## config.mk

```make
export PLATFORM = sky130hd
export DESIGN_NAME = checkpoint_restore_controller
export DESIGN_NICKNAME = d
export VERILOG_FILES = /design/src/rtl/checkpoint_restore_controller.sv
export SDC_FILE = /design/constraint.sdc
export NUM_CORES = 1
export LEC_CHECK = 0
export CAP_MARGIN = 20
export CORE_UTILIZATION = 57
export DETAILED_ROUTE_END_ITERATION = 10
export PLACE_DENSITY = 0.8
export RECOVER_POWER = 25
export SETUP_SLACK_MARGIN = 0.2
export SLEW_MARGIN = 30
export SYNTH_ARGS = -nofsm -noshare
export SYNTH_HDL_FRONTEND = slang
export SYNTH_SLANG_ARGS = --single-unit
```

## constraint.sdc

```tcl
create_clock -name CLK -period 3.72 [get_ports CLK]
set_input_delay 0.372 -clock CLK [delete_from_list [all_inputs] [get_ports CLK]]
set_output_delay 0.372 -clock CLK [all_outputs]
set_load 0.02 [all_outputs]
```

## src/rtl/checkpoint_restore_controller.sv

```systemverilog
// Initiator side of the map-table checkpoint save/restore protocol: tracks outstanding branch
// checkpoints in age order and issues restore requests when a tracked branch resolves.
module checkpoint_restore_controller #(
  parameter int unsigned CKPT_ENTRIES    = 3,
  parameter int unsigned RETRY_LIMIT     = 15,
  parameter int unsigned ROB_INDEX_WIDTH = 6,
  parameter int unsigned COLUMN_WIDTH    = 2
) (
  input  logic                       CLK,
  input  logic                       nRST,
  input  logic                       ckpt_alloc_valid,
  input  logic [ROB_INDEX_WIDTH-1:0] ckpt_alloc_ROB_index,
  input  logic [COLUMN_WIDTH-1:0]    ckpt_alloc_safe_column,
  output logic                       ckpt_alloc_ready,
  input  logic                       resolve_valid,
  input  logic [ROB_INDEX_WIDTH-1:0] resolve_ROB_index,
  input  logic                       resolve_mispredict,
  output logic                       resolve_ready,
  output logic                       restore_checkpoint_valid,
  output logic                       restore_checkpoint_speculate_failed,
  output logic [ROB_INDEX_WIDTH-1:0] restore_checkpoint_ROB_index,
  output logic [COLUMN_WIDTH-1:0]    restore_checkpoint_safe_column,
  input  logic                       restore_checkpoint_success,
  output logic                       flush_pipeline,
  output logic                       restore_error,
  output logic                       busy
);

  localparam int unsigned IdxW   = (CKPT_ENTRIES > 1) ? $clog2(CKPT_ENTRIES) : 1;
  localparam int unsigned CntW   = $clog2(CKPT_ENTRIES + 1);
  localparam int unsigned RetryW = $clog2(RETRY_LIMIT + 1);

  typedef enum logic [0:0] {StIdle, StReq} state_e;

  state_e                     state_q, state_d;
  logic [CKPT_ENTRIES-1:0]    entry_valid_q, entry_valid_d;
  logic [ROB_INDEX_WIDTH-1:0] entry_rob_q [CKPT_ENTRIES];
  logic [COLUMN_WIDTH-1:0]    entry_col_q [CKPT_ENTRIES];
  logic [IdxW-1:0]            head_q, head_d, tail_q, tail_d, match_q, match_d;
  logic [CntW-1:0]            count_q, count_d;
  logic [RetryW-1:0]          retry_q, retry_d;
  logic [ROB_INDEX_WIDTH-1:0] req_rob_q, req_rob_d;
  logic [COLUMN_WIDTH-1:0]    req_col_q, req_col_d;
  logic                       req_spec_q, req_spec_d;
  logic                       flush_q, flush_d;
  logic                       error_q, error_d;

  logic            alloc_ready, alloc_fire, reclaim, match_hit;
  logic [IdxW-1:0] match_idx;

  function automatic logic [IdxW-1:0] idx_inc(input logic [IdxW-1:0] idx);
    return (int'(idx) == int'(CKPT_ENTRIES) - 1) ? '0 : idx + IdxW'(1);
  endfunction

  // Distance from head to idx going forward around the ring, i.e. the entry's age rank.
  function automatic int unsigned age_of(input logic [IdxW-1:0] idx, input logic [IdxW-1:0] head);
    return (idx >= head) ? int'(idx) - int'(head) : int'(idx) + int'(CKPT_ENTRIES) - int'(head);
  endfunction

  always_comb begin
    match_hit = 1'b0;
    match_idx = '0;
    for (int i = int'(CKPT_ENTRIES) - 1; i >= 0; i--) begin
      if (entry_valid_q[i] && entry_rob_q[i] == resolve_ROB_index) begin
        match_hit = 1'b1;
        match_idx = IdxW'(i);
      end
    end
  end

  assign alloc_ready = (state_q == StIdle) && (count_q != CntW'(CKPT_ENTRIES));
  assign alloc_fire  = ckpt_alloc_valid && alloc_ready;
  assign reclaim     = (count_q != '0) && !entry_valid_q[head_q];

  always_comb begin
    state_d       = state_q;
    entry_valid_d = entry_valid_q;
    head_d        = head_q;
    tail_d        = tail_q;
    count_d       = count_q + CntW'(alloc_fire) - CntW'(reclaim);
    match_d       = match_q;
    retry_d       = retry_q;
    req_rob_d     = req_rob_q;
    req_col_d     = req_col_q;
    req_spec_d    = req_spec_q;
    flush_d       = 1'b0;
    error_d       = error_q;

    if (reclaim) head_d = idx_inc(head_q);
    if (alloc_fire) begin
      entry_valid_d[tail_q] = 1'b1;
      tail_d                = idx_inc(tail_q);
    end
    if (ckpt_alloc_valid && !alloc_ready) error_d = 1'b1;

    unique case (state_q)
      StIdle: begin
        if (resolve_valid) begin
          if (match_hit) begin
            match_d    = match_idx;
            req_rob_d  = entry_rob_q[match_idx];
            req_col_d  = entry_col_q[match_idx];
            req_spec_d = resolve_mispredict;
            retry_d    = '0;
            state_d    = StReq;
          end else begin
            error_d = 1'b1;
          end
        end
      end
      StReq: begin
        if (restore_checkpoint_success) begin
          state_d = StIdle;
          if (!req_spec_q) begin
            entry_valid_d[match_q] = 1'b0;
          end else begin
            // Squash the matched entry and everything allocated after it.
            for (int i = 0; i < int'(CKPT_ENTRIES); i++) begin
              if (age_of(IdxW'(i), head_q) >= age_of(match_q, head_q) &&
                  age_of(IdxW'(i), head_q) < int'(count_q)) begin
                entry_valid_d[i] = 1'b0;
              end
            end
            tail_d  = match_q;
            count_d = CntW'(age_of(match_q, head_d));
            flush_d = 1'b1;
          end
        end else if (retry_q == RetryW'(RETRY_LIMIT - 1)) begin
          error_d = 1'b1;
          state_d = StIdle;
        end else begin
          retry_d = retry_q + RetryW'(1);
        end
      end
      default: state_d = StIdle;
    endcase
  end

  always_ff @(posedge CLK or negedge nRST) begin
    if (!nRST) begin
      state_q       <= StIdle;
      entry_valid_q <= '0;
      head_q        <= '0;
      tail_q        <= '0;
      count_q       <= '0;
      match_q       <= '0;
      retry_q       <= '0;
      req_rob_q     <= '0;
      req_col_q     <= '0;
      req_spec_q    <= 1'b0;
      flush_q       <= 1'b0;
      error_q       <= 1'b0;
    end else begin
      state_q       <= state_d;
      entry_valid_q <= entry_valid_d;
      head_q        <= head_d;
      tail_q        <= tail_d;
      count_q       <= count_d;
      match_q       <= match_d;
      retry_q       <= retry_d;
      req_rob_q     <= req_rob_d;
      req_col_q     <= req_col_d;
      req_spec_q    <= req_spec_d;
      flush_q       <= flush_d;
      error_q       <= error_d;
    end
  end

  always_ff @(posedge CLK or negedge nRST) begin
    if (!nRST) begin
      for (int i = 0; i < int'(CKPT_ENTRIES); i++) begin
        entry_rob_q[i] <= '0;
        entry_col_q[i] <= '0;
      end
    end else if (alloc_fire) begin
      entry_rob_q[tail_q] <= ckpt_alloc_ROB_index;
      entry_col_q[tail_q] <= ckpt_alloc_safe_column;
    end
  end

  assign ckpt_alloc_ready                    = alloc_ready;
  assign resolve_ready                       = (state_q == StIdle);
  assign busy                                = (state_q != StIdle);
  assign restore_checkpoint_valid            = (state_q == StReq);
  assign restore_checkpoint_speculate_failed = req_spec_q;
  assign restore_checkpoint_ROB_index        = req_rob_q;
  assign restore_checkpoint_safe_column      = req_col_q;
  assign flush_pipeline                      = flush_q;
  assign restore_error                       = error_q;

endmodule

```

==> run_results.csv <==
group,metric,value,unit
status,status,"complete, no violations",
place,port_buffers,34,
synthesis,syn_avg_cell_area,9.855,sq um
critical_path,crit_chain,"inv_1, ha_1, fa_1, and3b_1, or2_2, ha_1, nand2b_1, maj3_1, a32oi_1, o22a_1",
place,placed_cell_area,3650,sq um
pwr,p_per_area,837.2,nW/um^2
critical_path,max_stage_delay,0.43,ns
floorplanning,io_pins,35,
place,dp.final_hpwl,5483,um
cells_and_area,syn_to_final_growth,15.88,%
timing,tns,0,ns
global_routing,grt_pass1_wl,12190,um
critical_path,crit_required,3.97,ns
critical_path,cp.buffers_inverters,1,
floorplanning,die_area,6029,sq um
cts,cts_tree,"done",
critical_path,path_common_cell,"ha_1",
synthesis,syn_area,3262,sq um
timing,clock_skew,0.005358,ns
global_routing,grt_util_met1,32.75,%
synthesis,syn_nets,384,
global_routing,grt_pass1_vias,2491,
synthesis,synth_compound_area_share,12.58,%
pwr,irDropWorstVdd,0.4303,mV
critical_path,r2r-end,"entry_valid_q[0]$_DFF_PN0_",
timing,hold_ws,0.4921,ns
synthesis,synthTopCellsByArea,"dfrtp_1 39%, ha_1 12%, mux2_2 6.9%",
cells_and_area,post-route-cell-area,3780,sq um
synthesis,synth_top_area_share,39.13,%
synthesis,ys_ff_latch,51,
drt,drc,0,
run,max-cap-violations,0,
global_routing,overflow,0,
floorplanning,initial_core_util,59.24,%
drt,ant_nets,0,
synthesis,syn_inst,331,
critical_path,r2r_slack,0.78,ns
critical_path,reg2reg_depth,10,
drt,routed_via_density,5.660,
cells_and_area,drive_gt1_share,10.03,%
cells_and_area,fillers,417,
critical_path,cpMaxStageDelayCell,"fa_1",
cts,clock_tree.root_cell,"clkbuf_8",
cells_and_area,num-nets-final,421,
global_routing,use_met2,46.11,%
cts,numCtsBuffers,5,
cells_and_area,mostFrequentLayoutCell,"dfrtp_1",
global_routing,grt_most_used_layer,"met2",
synthesis,synth.distinct_cells,52,
floorplanning,die_y,77.65,um
synthesis,synthFlopType,"dfrtp_1",
timing,tightest_slew,1.062,ns
synthesis,ys_async_sr_fraction,100.0,%
synthesis,synth.area.mux_share,7.825,%
floorplanning,die_x,77.65,um
timing,fin_crit_sh,79.08,%
timing,fmax,339.9,MHz
timing,drv_slew,0,
timing,timing_hold_violations_final,0,
cells_and_area,final_cell_mix,"51 x dfrtp_1, 45 x nand2_1, 33 x clkdlybuf4s50_1, 30 x ha_1, 21 x a21oi_1",
drt,first_pass_iters,4,
critical_path,startpoint_type,"register",
cts,clock_sinks,51,
timing,setup_viol,0,
pwr,cellLeakagePower,1.662,nW
critical_path,r2r-start,"match_q[0]$_DFFE_PN0P_",
drt,vias,2496,
critical_path,worstSetupPathType,"reg2reg",
cts,htreeDepth,2,
synthesis,synth_top_family_by_area,"simple AND/OR/NAND/NOR gates",
timing,fin_crit,2.942,ns
floorplanning,rows,27,
critical_path,critPathCaptureType,"register",
drt,wl,7246,um
cts,clk_path_buf_depth,2,
critical_path,worstSetupStartpoint,"match_q[0]$_DFFE_PN0P_",
cts,worstSkewPairLatency,0.30,ns
synthesis,yosysWarnings,0,
global_routing,antenna_found_initial,0,
critical_path,crit_family,"adder cells",
synthesis,synth_enable_flop_cells,0,
cells_and_area,n_antenna_cell,0,
critical_path,cp-endpoint,"entry_valid_q[0]$_DFF_PN0_",
global_routing,grt_use_met3,4.471,%
critical_path,crit_fanout,7,
critical_path,crit_cells,10,
drt,drt-wirelength-per-cell,16.43,um
synthesis,seq_area_frac_synth,39.13,%
timing,relSlewSlack,29.18,%
drt,drt_iter0_markers,167,
critical_path,crit_arrival,3.19,ns
synthesis,synthSimpleGateAreaFrac,16.07,%
synthesis,synth_xor_area_share,6.713,%
place,place_congestion,0.9265,
floorplanning,coreArea,5507,sq um
global_routing,grt_max_degree,45,
synthesis,synthAdderAreaFrac,13.66,%
cts,clk_pin_slew,0.09,ns
synthesis,synth_top_cell_by_area,"dfrtp_1",
timing,grt_setup_unrepaired,"false",
global_routing,grt_util_all_layers,26.30,%
hold_path,hp-class,"reg2reg",
## worst min path at each step
stage | cells past startpoint | startpoint | to
6_report | 2 | entry_col_q[1]$_DFFE_PN0P_ | entry_col_q[1]$_DFFE_PN0P_
3_3_place_gp | 1 | nRST | retry_q[2]$_DFFE_PN0P_
3_5_place_dp | 1 | nRST | retry_q[2]$_DFFE_PN0P_
5_1_grt | 2 | entry_col_q[1]$_DFFE_PN0P_ | entry_col_q[1]$_DFFE_PN0P_
4_1_cts | 2 | nRST | retry_q[2]$_DFFE_PN0P_
2_1_floorplan | 0 | nRST | busy$_DFF_PN0_
## worst min-delay path: stages, from the launching register on
cell and delay [ns]:
dfrtp_1 0.35, nand2_1 0.05, nand2_1 0.06
## sequential cells by signal (all words and copies together), names as in the netlist, 2 cells and up
name,flops
entry_valid_q,3
head_q,2
entry_rob_q,18
tail_q,2
match_q,2
retry_q,4
restore_checkpoint_ROB_index,6
entry_col_q,6
restore_checkpoint_safe_column,2
count_q,2
## report_power, final
| group | switching [mW] | internal, mW | leakage (nW) |
|---|---|---|---|
| clock network | 0.185 | 0.218 | 0.0612 |
| logic | 0.898 | 0.827 | 0.985 |
| registers | 0.241 | 0.795 | 0.616 |
| total | 1.32 | 1.84 | 1.66 |
## stage by stage
| step | cells | setup WS (ns) | util (%) | total power [mW] |
|---|---|---|---|---|
| floorplan | 331 | 0.9778 | - | 2.247 |
| global placement | 432 | 0.8950 | 66.28 | 2.697 |
| detailed placement | 432 | 0.8342 | 66.28 | 2.763 |
| CTS | 441 | 0.7967 | 68.60 | 3.170 |
| global route | 441 | 0.5982 | 68.64 | 3.454 |
| finish | 441 | 0.7783 | 68.64 | 3.165 |
## synth_stat cells (3+ instances only)
library cell  number
nor2_1            19
mux2_2            20
a21oi_1           21
buf_4              3
and2_1             4
fa_1               3
nand3_1            4
nor3_1             6
nand2b_1           4
ha_1              30
a211oi_1           3
nand4b_1           3
inv_1             20
xnor2_1           16
nand2_1           45
nor2b_1            3
nor3b_1            4
a32oi_1            3
dfrtp_1           51
xor2_1             9
o21ai_0           19
mux2i_1            3
## layer usage
metal	share of wire [%]	vias up
li1	-	1212
met1	43	1212
met2	51	64
met3	4.5	8
met4	1.4	0
met5	0	-
## cell families after synthesis
group | Yosys count
and+or+nand+nor | 106
adders and majority gates | 34
xor gates and xnor gates | 25
buffers and inverters | 28
DFF | 51
AOI/OAI and AO/OA | 64
muxes | 23
## repair_timing
item / 4_1_cts / 5_1_grt
buffers inserted: 0 / 0
gates resized for setup: 0 / 0
hold buffers: 1 / 0
endpoints found under the hold margin: 7 / 0
## layout make-up
cell class / count / area [sq um] / share of cell area [%]
Clock inverter: 2 / 35.03 / 0.9268
Multi-Input combinational cell: 252 / 1861 / 49.22
Sequential cell: 51 / 1276 / 33.76
Inverter: 21 / 78.83 / 2.085
Tap cell: 72 / 90.09 / 2.383
Timing Repair Buffer: 37 / 356.6 / 9.434
Clock buffer: 6 / 82.58 / 2.185
Note: power is estimated with default switching activity, not from simulation.
